[src/rtl/decoder_reg_n.sv]
// decoder_reg_n: registered binary-to-one-hot decoder with valid/ready handshakes.
//
// A single output register holds one beat. An accepted beat decodes sel into a one-hot
// word (or all-zero when en=0, or all-zero with out_err when sel is out of range).
// An optional sweep engine, compiled in with DECODER_REG_N_SWEEP_EN, emits every code
// 0..NUM_OUT-1 in order through the same output register.
//
// Parameters:
//   SEL_W    width of the binary select
//   NUM_OUT  number of one-hot outputs, 2 <= NUM_OUT <= 2**SEL_W
// Ports:
//   clk, rst                  clock, synchronous active-high reset
//   in_valid/in_ready         input handshake carrying sel, en
//   out_valid/out_ready       output handshake carrying out_onehot, out_err
//   sweep_start, sweep_busy   sweep request pulse and in-progress flag
// Macro:
//   DECODER_REG_N_SWEEP_EN    compiles in the sweep FSM; otherwise sweep_busy is 0
module decoder_reg_n #(
  parameter int unsigned SEL_W   = 3,
  parameter int unsigned NUM_OUT = 8
) (
  input  logic               clk,
  input  logic               rst,
  input  logic               in_valid,
  output logic               in_ready,
  input  logic [SEL_W-1:0]   sel,
  input  logic               en,
  output logic               out_valid,
  input  logic               out_ready,
  output logic [NUM_OUT-1:0] out_onehot,
  output logic               out_err,
  input  logic               sweep_start,
  output logic               sweep_busy
);

  logic               out_valid_q;
  logic [NUM_OUT-1:0] out_onehot_q;
  logic               out_err_q;

  logic               can_load;
  logic               in_xfer;
  logic [NUM_OUT-1:0] dec_onehot;
  logic               dec_err;
  logic               sweep_load;
  logic [NUM_OUT-1:0] sweep_onehot;

  // The register can take a new beat when empty or when its beat leaves this cycle.
  assign can_load = !out_valid_q || out_ready;
  assign in_xfer  = in_valid && in_ready;

  // Compare in 32 bits so NUM_OUT == 2**SEL_W needs no special case.
  always_comb begin
    dec_onehot = '0;
    dec_err    = en && (32'(sel) >= NUM_OUT);
    for (int unsigned i = 0; i < NUM_OUT; i++) begin
      if (en && (32'(sel) == i)) begin
        dec_onehot[i] = 1'b1;
      end
    end
  end

`ifdef DECODER_REG_N_SWEEP_EN
  typedef enum logic [0:0] {StIdle, StSweep} state_e;

  state_e           state_q;
  logic [SEL_W-1:0] cnt_q;
  logic             cnt_last;

  assign cnt_last   = (32'(cnt_q) == (NUM_OUT - 1));
  assign in_ready   = can_load && (state_q == StIdle);
  assign sweep_busy = (state_q == StSweep);
  assign sweep_load = (state_q == StSweep) && can_load;

  always_comb begin
    sweep_onehot = '0;
    for (int unsigned i = 0; i < NUM_OUT; i++) begin
      if (32'(cnt_q) == i) begin
        sweep_onehot[i] = 1'b1;
      end
    end
  end

  always_ff @(posedge clk) begin
    if (rst) begin
      state_q <= StIdle;
      cnt_q   <= '0;
    end else begin
      case (state_q)
        StIdle: begin
          // A same-cycle input transfer wins; the request is dropped, not queued.
          if (sweep_start && !in_xfer) begin
            state_q <= StSweep;
          end
        end
        StSweep: begin
          if (can_load) begin
            if (cnt_last) begin
              cnt_q   <= '0;
              state_q <= StIdle;
            end else begin
              cnt_q <= cnt_q + SEL_W'(1);
            end
          end
        end
        default: state_q <= StIdle;
      endcase
    end
  end
`else
  logic unused_sweep_start;

  assign unused_sweep_start = sweep_start;
  assign in_ready           = can_load;
  assign sweep_busy         = 1'b0;
  assign sweep_load         = 1'b0;
  assign sweep_onehot       = '0;
`endif

  always_ff @(posedge clk) begin
    if (rst) begin
      out_valid_q  <= 1'b0;
      out_onehot_q <= '0;
      out_err_q    <= 1'b0;
    end else if (in_xfer) begin
      out_valid_q  <= 1'b1;
      out_onehot_q <= dec_onehot;
      out_err_q    <= dec_err;
    end else if (sweep_load) begin
      out_valid_q  <= 1'b1;
      out_onehot_q <= sweep_onehot;
      out_err_q    <= 1'b0;
    end else if (out_valid_q && out_ready) begin
      // Data fields keep their last values once the beat has gone.
      out_valid_q <= 1'b0;
    end
  end

  assign out_valid  = out_valid_q;
  assign out_onehot = out_onehot_q;
  assign out_err    = out_err_q;

endmodule

[config.mk]
export PLATFORM = sky130hd
export DESIGN_NAME = decoder_reg_n
export DESIGN_NICKNAME = d
export VERILOG_FILES = /design/src/rtl/decoder_reg_n.sv
export SDC_FILE = /design/constraint.sdc
export NUM_CORES = 1
export LEC_CHECK = 0
export ABC_AREA = 0
export BUFFER_PORTS_ARGS = -buffer_cell sky130_fd_sc_hd__buf_2
export CORE_MARGIN = 3
export CORE_UTILIZATION = 30
export CTS_CLUSTER_DIAMETER = 200
export DETAILED_ROUTE_END_ITERATION = 8
export HOLD_SLACK_MARGIN = 0.06
export SLEW_MARGIN = 20
export SYNTH_ARGS = -nofsm -noshare
export SYNTH_HDL_FRONTEND = slang
export SYNTH_SLANG_ARGS = --single-unit
[constraint.sdc]
create_clock -name clk -period 2.9 [get_ports clk]
set_input_delay 0.145 -clock clk [delete_from_list [all_inputs] [get_ports clk]]
set_output_delay 0.145 -clock clk [all_outputs]
set_load 0.005 [all_outputs]
---- Word level (Yosys, flattened, before mapping) ----
Cells that the tools add are included.
storage, ports and cells
  flip-flop bits (word level) ............. 9
  input port bits ......................... 9
  logic and storage cells ................. 33
cells by class
  equality and inequality tests ........... 7
  mux-type cells .......................... 10
  reduce and logical (&&, ||, !) cells .... 14
operators with widths
  kind                                                             count
  3-bit == test, second input constant                             4
  1-bit logical AND                                                10
  1-bit two-way mux                                                10
  3-bit by 2-bit == test with 1-bit output, second input constant  2
  3-bit by 1-bit == test with 1-bit output, second input constant  1
  3-bit zero test                                                  1
  2-bit nonzero test                                               1
  1-bit zero test                                                  1
  1-bit logical OR                                                 1

---- Depth between registers and ports, before layout ----
Gate-level depths: netlist of run 1.
  depth after elaboration ................. 4
  depth in mapped cells ................... 5
  depth with buffers taken out ............ 4

---- Worst setup path after synthesis of run 1 ----
OpenSTA, ideal clock, no wires.
  kind .................................... register to register
  start ................................... register out_valid_q, in the netlist out_valid
  end ..................................... register out_onehot_q[7], in the netlist out_onehot[7]
  library setup time ...................... 0.070 ns
  arrival time ............................ 0.987 ns
  required time ........................... 2.830 ns
  slack ................................... 1.843 ns
  stages on the path, launching flop included .. 5
  cells stage by stage .................... dfxtp_1 > nor2b_4 > buf_6 > or3_1 > a21oi_1
on the way
  cells in the longest elaborated chain, start to end .. 3
RTL lines
  item                      line  RTL
  start: declaration        36    logic out_valid_q;
  start signal: assignment  121   out_valid_q <= 1'b0;
  start signal: assignment  125   out_valid_q <= 1'b1;
  start signal: assignment  129   out_valid_q <= 1'b1;
  1-bit zero test           48    assign can_load = !out_valid_q || out_ready;
  1-bit logical OR          48
  1-bit logical AND         49    assign in_xfer = in_valid && in_ready;
  end signal: assignment    126   out_onehot_q <= dec_onehot;
  end signal: assignment    130   out_onehot_q <= sweep_onehot;
  end: declaration          37    logic [NUM_OUT-1:0] out_onehot_q;
Every way passes these cells.
A chain may end at the register's enable or synchronous reset.

---- Worst setup path in the final report of run 1 ----
  start ................................... register out_valid_q, in the netlist out_valid
  end ..................................... output port in_ready
on the way
  cells in the longest elaborated chain, start to end .. 2
RTL lines
  item              line  RTL
  1-bit zero test   48
  1-bit logical OR  48
  end: declaration  25    output logic in_ready,
Every way passes these cells.

==> flow_metrics.tcl, run 1 <==
set metrics [dict create \
    h-tree-depth 1 \
    post_cts_resized 0 \
    rsz0062_at_grt "no" \
    tns_ns 0 \
    clk_latency_ns 0.26 \
    start_kind "register" \
    setup-violations-final 0 \
    met2_usage_pct 15.25 \
    fp.dieH_um 44.97 \
    final_common_cell "buf_2" \
    final_cell_mix "buf_2, a21oi_1, dfxtp_1" \
    drive_gt1_share_pct 35.29 \
    ys_seq_area_share_pct 39.56 \
    power.density_mw_per_mm2 463.0 \
    dpl_worst_slack_ns 1.896 \
    io_pins 21 \
    final_area_sq_um 548.0 \
    p_leak_nw 0.2400 \
    power.share.clock_pct 38.3 \
    numCtsBuffers 3 \
    worstSetupPathType "reg2out" \
    vias 423 \
    grt_pass1_vias 374 \
    syn_avg_cell_area_sq_um 8.930 \
    rows 13 \
    synthesis.area_sq_um 455.4 \
    cts_hold_buf 0 \
    p_int_uw 190.9 \
    post_cts_buffers 0 \
    antenna_found_initial 0 \
    avgViaCountPerCell 5.096 \
    hold_viol_final 0 \
    outcome "finished, final reports clean" \
    port_buffers 17 \
    reg2reg_depth 4 \
    crit_path_start "out_valid" \
    min_path_type "in2reg" \
    min_period_over_period_pct 43.34 \
    antenna_cells 0 \
    ant_nets 0 \
    path_clk_slew_ns 0.06 \
    max-vdd-ir-drop_mv 0.1876 \
    pwr-share-seq_pct 50.1 \
    r2r-end "out_onehot[5]" \
    arrival_ns 1.11 \
    dpl-instance-area_sq_um 521.8 \
    yosysWarnings 0 \
    fin_crit_ns 1.257 \
    routed_wirelength_um 1019 \
    maxCapViolations 0 \
    wl_per_cell_um 12.28 \
    r2r_start "out_valid" \
    drv_slew 0 \
    grt_pass1_wl_um 1725 \
    synth_seq_cells 9 \
    area_delta_synth_final_pct 20.33 \
    die_area_sq_mm 0.002022 \
    cts.path.max_buffers 2 \
    firstDrtPassIters 3 \
    overflow 0 \
    start_util_pct 33.33 \
    first_iter_violations 3 \
    die_x_um 44.97 \
    required_ns 2.76 \
    critPathMaxFanout 10 \
    skew_ns 0.0001144 \
    power.share.combinational_pct 11.6 \
    tritoncts "done" \
    nets 78 \
    crit_end "in_ready" \
    ys_types 17 \
    place_congestion 0.7674 \
    cts_num_sinks 9 \
    use_met3_pct 8.367 \
    worstSetupEndpointType "primary output" \
    fmax_mhz 795.7 \
    busiest_layer "met1" \
    dp_hpwl_um 709.5 \
    drc_errors 0 \
    synth_cells 51 \
    switching_share_pct 24.79 \
    track_usage_pct 12.34 \
    setup_slack_ns 1.643 \
    core_area_sq_mm 0.001366 \
    grt_max_degree 11 \
    grt_util_met1_pct 16.22 \
    clock-root-buffer "clkbuf_4" \
    ff2ff_setup_slack_ns 1.90 \
    netSwitchingPower_uw 62.90 \
]
-- cells in the mapped netlist --
cell type,number,area [sq um]
nand4_1,1,6.260
nand3_1,7,35.03
conb_1,1,3.750
and4bb_2,1,12.51
and4b_1,3,30.03
or3_1,1,6.260
nor4b_1,1,8.760
nor2b_4,1,13.76
inv_2,2,7.510
o21ai_1,1,5.000
buf_1,1,3.750
buf_4,2,15.01
dfxtp_1,9,180.2
o21ai_0,7,35.03
a21oi_1,9,45.04
buf_6,2,22.52
and4bb_1,2,25.02
-- flip-flops by register name (all words and copies together), names as in the netlist --
| signal | flops |
|---|---|
| out_valid | 1 |
| out_onehot | 8 |
-- layout make-up --
| class | count | area (sq um) |
|---|---|---|
| Tap cell | 15 | 18.77 |
| Multi-Input combinational cell | 36 | 230.2 |
| Clock buffer | 4 | 26.28 |
| Inverter | 2 | 7.507 |
| Timing Repair Buffer | 17 | 85.08 |
| Sequential cell | 9 | 180.2 |
| Fill cell | 156 | 818.3 |
-- power groups by stage --
stage	Sequential, mW	Clock, mW	Combinational [mW]
after floorplan	0.130	0	0.0192
after global placement	0.130	0	0.0286
after detailed placement	0.130	0	0.0293
after CTS	0.127	0.103	0.0294
after global routing	0.127	0.111	0.0332
final	0.127	0.0973	0.0294
-- logic make-up after synthesis --
group,after synthesis,synth area share (%)
flip-flops,9,39.56
buffers and inverters,7,10.71
AND/OR/NAND/NOR,17,30.22
AO/OA/AOI/OAI,17,18.68
other,1,0.8234
-- worst min path at each step --
stage	start	cells past startpoint	end	slack (ns)
final	rst	2	out_onehot[3]	0.16
after CTS	rst	2	out_onehot[7]	0.16
after global placement	rst	2	out_onehot[1]	0.43
after detailed placement	rst	2	out_onehot[0]	0.44
after global routing	rst	2	out_onehot[2]	0.16
after floorplan	sel[2]	3	out_onehot[0]	0.34
-- layer usage --
metal / share of wire [%] / routed length, um / vias up
met5: 0 / 0 / -
met3: 9.7 / 99 / 2
li1: - / - / 218
met4: 0.98 / 10 / 0
met1: 49 / 497 / 187
met2: 40 / 412 / 16
-- worst max-delay path, stage by stage (launching register included) --
cell     delay (ns)
dfxtp_1        0.32
nor2b_4        0.25
inv_2          0.13
buf_2          0.15
-- stage by stage --
step | total power, mW | utilization [%] | hold WS, ns | instances
2_1_floorplan | 0.1494 | - | 0.3431 | 52
3_3_place_gp | 0.1584 | 38.19 | 0.4330 | 79
3_5_place_dp | 0.1591 | 38.19 | 0.4370 | 79
4_1_cts | 0.2594 | 40.11 | 0.1564 | 83
5_1_grt | 0.2715 | 40.11 | 0.1610 | 83
6_report | 0.2538 | 40.11 | 0.1612 | 83
No activity file was read; power rests on OpenSTA's default activity.
==> inputs of run 2 (changes only) <==
==> constraint.sdc (replaced) <==
create_clock -name clk -period 1.2 [get_ports clk]
set_input_delay 0.06 -clock clk [delete_from_list [all_inputs] [get_ports clk]]
set_output_delay 0.06 -clock clk [all_outputs]
set_load 0.005 [all_outputs]
==> run 2 against run 1 <==
Against the previous run:
- first-iteration DRC count shrank 67%
- sequential share of layout area fell by 0.66 points
- non-clock buffer count is 1 higher
- routed wire length is 2.9% higher
- clock skew rose by 0.0038 ns
- design area up 2.1%
- power rose by 140%
- clock-buffer cell count did not move
- sequential power increased by 140%
- critical path depth up 1
- register-to-register slack got worse by 1.8 ns
- die area is the same
- largest power group unchanged
==> flow_metrics.tcl, run 2 (synthesis results as in run 1) <==
set metrics [dict create \
    setup_slack_ns 0.06169 \
    arrival_ns 1.34 \
    switching_share_pct 24.97 \
    io_pins 21 \
    path_clk_slew_ns 0.06 \
    die_area_sq_mm 0.002022 \
    final_util_pct 40.93 \
    slowest_delay_ns 0.36 \
    grt_max_degree 11 \
    final_cell_mix "buf_2, dfxtp_1, a21oi_1" \
    maxCapViolations 0 \
    antenna_cells 0 \
    p_int_uw 463.3 \
    rsz0062_at_grt "no" \
    largest_reg_flops 8 \
    crit_buf_inv 1 \
    antenna_found_initial 0 \
    pwr-share-seq_pct 49.7 \
    seqCellArea_sq_um 180.2 \
    power.share.clock_pct 38.2 \
    cp_slowest_cell "or3_1" \
    totalPowerFinal_uw 617.5 \
    tns_ns 0 \
    nets 79 \
    p_leak_nw 0.2453 \
    grt_pass1_wl_um 1759 \
    dpl_worst_slack_ns 0.2097 \
    r2r_start "out_valid" \
    start_kind "register" \
    fp.dieH_um 44.97 \
    power.density_mw_per_mm2 1104 \
    netSwitchingPower_uw 154.2 \
    multi_input_area_sq_um 234.0 \
    start_util_pct 33.33 \
    tritoncts "done" \
    dp_hpwl_um 721.2 \
    port_buffers 17 \
    overflow 0 \
    cts_hold_buf 0 \
    nFillCells 152 \
    vias 425 \
    drc_errors 0 \
    place_congestion 0.7875 \
    track_usage_pct 12.50 \
    setup-violations-final 0 \
    skew_ns 0.003928 \
    path_cells "nor2b_4 -> buf_4 -> or3_1 -> a21oi_2" \
    numCtsBuffers 3 \
    clock-root-buffer "clkbuf_4" \
    die_x_um 44.97 \
    power.share.combinational_pct 12.0 \
    routed_wirelength_um 1049 \
    worstSetupEndpointType "register" \
    drv_slew 0 \
    final_common_cell "buf_2" \
    rows 13 \
    core_area_sq_mm 0.001366 \
    min_period_over_period_pct 94.86 \
    crit_family "simple AND/OR/NAND/NOR gates" \
    hold_viol_final 0 \
    max-vdd-ir-drop_mv 0.5620 \
    post_layout_nonfiller_instances 84 \
    min_path_type "in2reg" \
    first_iter_violations 1 \
    ant_nets 0 \
    cts.path.max_buffers 2 \
    hold_path_startpoint "rst" \
    h-tree-depth 1 \
    area_delta_synth_final_pct 22.80 \
    wl_per_cell_um 12.49 \
    fmax_mhz 878.5 \
    required_ns 1.40 \
    outcome "finished, final reports clean" \
    cts_num_sinks 9 \
    avgViaCountPerCell 5.060 \
    worstSetupPathType "reg2reg" \
    crit_path_start "out_valid" \
    firstDrtPassIters 2 \
    drive_gt1_share_pct 37.68 \
    critPathMaxFanout 7 \
    dp_cells 79 \
    clk_latency_ns 0.26 \
    fin_crit_ns 1.138 \
    grt_pass1_vias 408 \
]
[run 2: through the flow]
step | cell area [sq um] | hold slack (ns)
floorplan | 459.2 | 0.2581
global placement | 521.8 | 0.3482
detailed placement | 521.8 | 0.3549
CTS | 548.0 | 0.07465
global route | 559.3 | 0.07896
finish | 559.3 | 0.07353
[run 2: timing repair]
action                                  in CTS  in global routing
gates resized for setup                      0                  1
setup buffers                                0                  1
endpoints found under the setup margin       0                  1
[run 2: final cells by class]
type                    count  area share (%)
clock buffers               4           4.698
inverters                   2           1.342
multi-input cells          36           41.83
flip-flops and latches      9           32.21
well taps                  15           3.356
repair buffers             18           16.55
[run 2: path summary, 6_finish.rpt]
| kind | end | slack (ns) | depth (start not counted) |
|---|---|---|---|
| setup / recovery | out_onehot[7] | 0.06 | 4 |
| hold / removal | out_onehot[7] | 0.07 | 2 |
| setup reg to reg | out_onehot[7] | 0.06 | 4 |
| hold reg to reg | out_onehot[1] | 0.47 | 2 |
[run 2: layer usage]
metal  track usage [%]  part of all wire [%]
met1             16.22                    50
met3             5.179                   9.2
met5                 0                     0
met2             15.54                    38
met4             10.53                   3.4
[run 2: power groups by stage]
stage / clock [mW] / sequential, mW / combinational [mW]
final: 0.236 / 0.307 / 0.0743
after global routing: 0.259 / 0.307 / 0.0838
after CTS: 0.249 / 0.307 / 0.0710
after detailed placement: 0 / 0.314 / 0.0707
after global placement: 0 / 0.314 / 0.0690
after floorplan: 0 / 0.315 / 0.0464
==> inputs of run 3 (changes only) <==
--- a/config.mk
+++ b/config.mk
@@ -12,6 +12,7 @@
 export CTS_CLUSTER_DIAMETER = 200
 export DETAILED_ROUTE_END_ITERATION = 8
 export HOLD_SLACK_MARGIN = 0.06
+export RECOVER_POWER = 25
 export SLEW_MARGIN = 20
 export SYNTH_ARGS = -nofsm -noshare
 export SYNTH_HDL_FRONTEND = slang
==> run 3 against run 2 <==
Against the previous run:
- fmax is essentially flat
- worst setup slack is essentially flat
- core utilization shrank 0.18 points
- global-route usage is the same
- die area is the same
- critical path type unchanged
==> flow_metrics.tcl, run 3 (synthesis results as in run 1) <==
set metrics [dict create \
    outcome "finished, final reports clean" \
    ant_nets 0 \
    vias 425 \
    nFillCells 151 \
    final_area_sq_um 556.8 \
    p_leak_nw 0.2366 \
    port_buffers 17 \
    dpl_worst_slack_ns 0.2097 \
    cts.path.max_buffers 2 \
    drv_slew 0 \
    fp.dieH_um 44.97 \
    path_clk_slew_ns 0.06 \
    wl_per_cell_um 12.48 \
    antenna_cells 0 \
    min_path_type "in2reg" \
    min_period_over_period_pct 94.86 \
    antenna_found_initial 0 \
    drc_errors 0 \
    firstDrtPassIters 2 \
    io_pins 21 \
    power.density_mw_per_mm2 1109 \
    area_delta_synth_final_pct 22.25 \
    avgViaCountPerCell 5.060 \
    clk_latency_ns 0.26 \
    clock-root-buffer "clkbuf_4" \
    nets 79 \
    final_cell_mix "buf_2, dfxtp_1, a21oi_1" \
    worstSetupPathType "reg2reg" \
    worstSetupEndpointType "register" \
    first_iter_violations 1 \
    arrival_ns 1.34 \
    setup_slack_ns 0.06168 \
    numCtsBuffers 3 \
    rsz0062_at_grt "no" \
    r2r-end "out_onehot[7]" \
    setup-violations-final 0 \
    worstHoldEndpoint "out_onehot[7]" \
    core_area_sq_mm 0.001366 \
    tritoncts "done" \
    ff2ff_setup_slack_ns 0.06 \
    track_usage_pct 12.50 \
    hold_path_depth 2 \
    cts_num_sinks 9 \
    dp_hpwl_um 721.2 \
    start_util_pct 33.33 \
    final_common_cell "buf_2" \
    fin_crit_ns 1.138 \
    critPathMaxFanout 7 \
    cts_hold_buf 0 \
    skew_ns 0.003859 \
    hold_viol_final 0 \
    die_area_sq_mm 0.002022 \
    rows 13 \
    h-tree-depth 1 \
    grt_pass1_wl_um 1759 \
    maxCapViolations 0 \
    overflow 0 \
    drive_gt1_share_pct 34.78 \
    grt_pass1_vias 408 \
    grt_max_degree 11 \
    r2r_start "out_valid" \
    reg2reg_depth 4 \
    die_x_um 44.97 \
    required_ns 1.40 \
    routed_wirelength_um 1048 \
    dpl-instance-area_sq_um 521.8 \
    hold_path_startpoint "rst" \
    tns_ns 0 \
    start_kind "register" \
    fmax_mhz 878.5 \
    largest_reg_flops 8 \
    place_congestion 0.7875 \
    max-vdd-ir-drop_mv 0.5619 \
]
## run 3: per-stage QoR
step	util [%]	hold slack [ns]	power (mW)	std cells
floorplan	-	0.2581	0.3611	52
global placement	38.19	0.3482	0.3827	79
detailed placement	38.19	0.3549	0.3847	79
CTS	40.11	0.07465	0.6270	83
global route	40.75	0.07896	0.6505	84
finish	40.75	0.07348	0.6173	84
## run 3: routing by layer
layer	wire length (um)	vias up	GRT usage, %
li1	-	222	-
met2	393	17	15.54
met5	0	-	0
met4	36	0	10.53
met1	521	181	16.22
met3	96	5	5.179
## run 3: layout make-up
type                            instances  area (sq um)  area share, %
Sequential cell                         9         180.2          32.36
Tap cell                               15         18.77          3.371
Multi-Input combinational cell         36         234.0          42.02
Timing Repair Buffer                   18         90.09          16.18
Clock buffer                            4         26.28          4.719
Inverter                                2         7.507          1.348
## run 3: critical path: stages (launching register included)
cell and delay, ns:
dfxtp_1 0.30, nor2b_4 0.13, buf_4 0.15, or3_1 0.36, a21oi_2 0.13
## run 3: how the worst max path moves through the flow
stage                         start            end  slack, ns  cells past startpoint
final                     out_valid  out_onehot[7]       0.06                      4
after floorplan           out_valid  out_onehot[7]       0.14                      4
after detailed placement  out_valid  out_onehot[7]       0.21                      3
after global placement    out_valid  out_onehot[7]       0.22                      3
after CTS                 out_valid       in_ready       0.02                      3
after global routing      out_valid  out_onehot[7]      0.001                      4
## run 3: power by group
group	switching, mW	internal, mW	leakage (nW)
clock	0.108	0.128	0.0150
combinational	0.0440	0.0300	0.149
sequential	0.00241	0.305	0.0730
total	0.154	0.463	0.237
## run 3: repair_timing
item / 4_1_cts / 5_1_grt
buffers inserted: 0 / 1
gates resized for setup: 0 / 1
endpoints found under the setup margin: 0 / 1
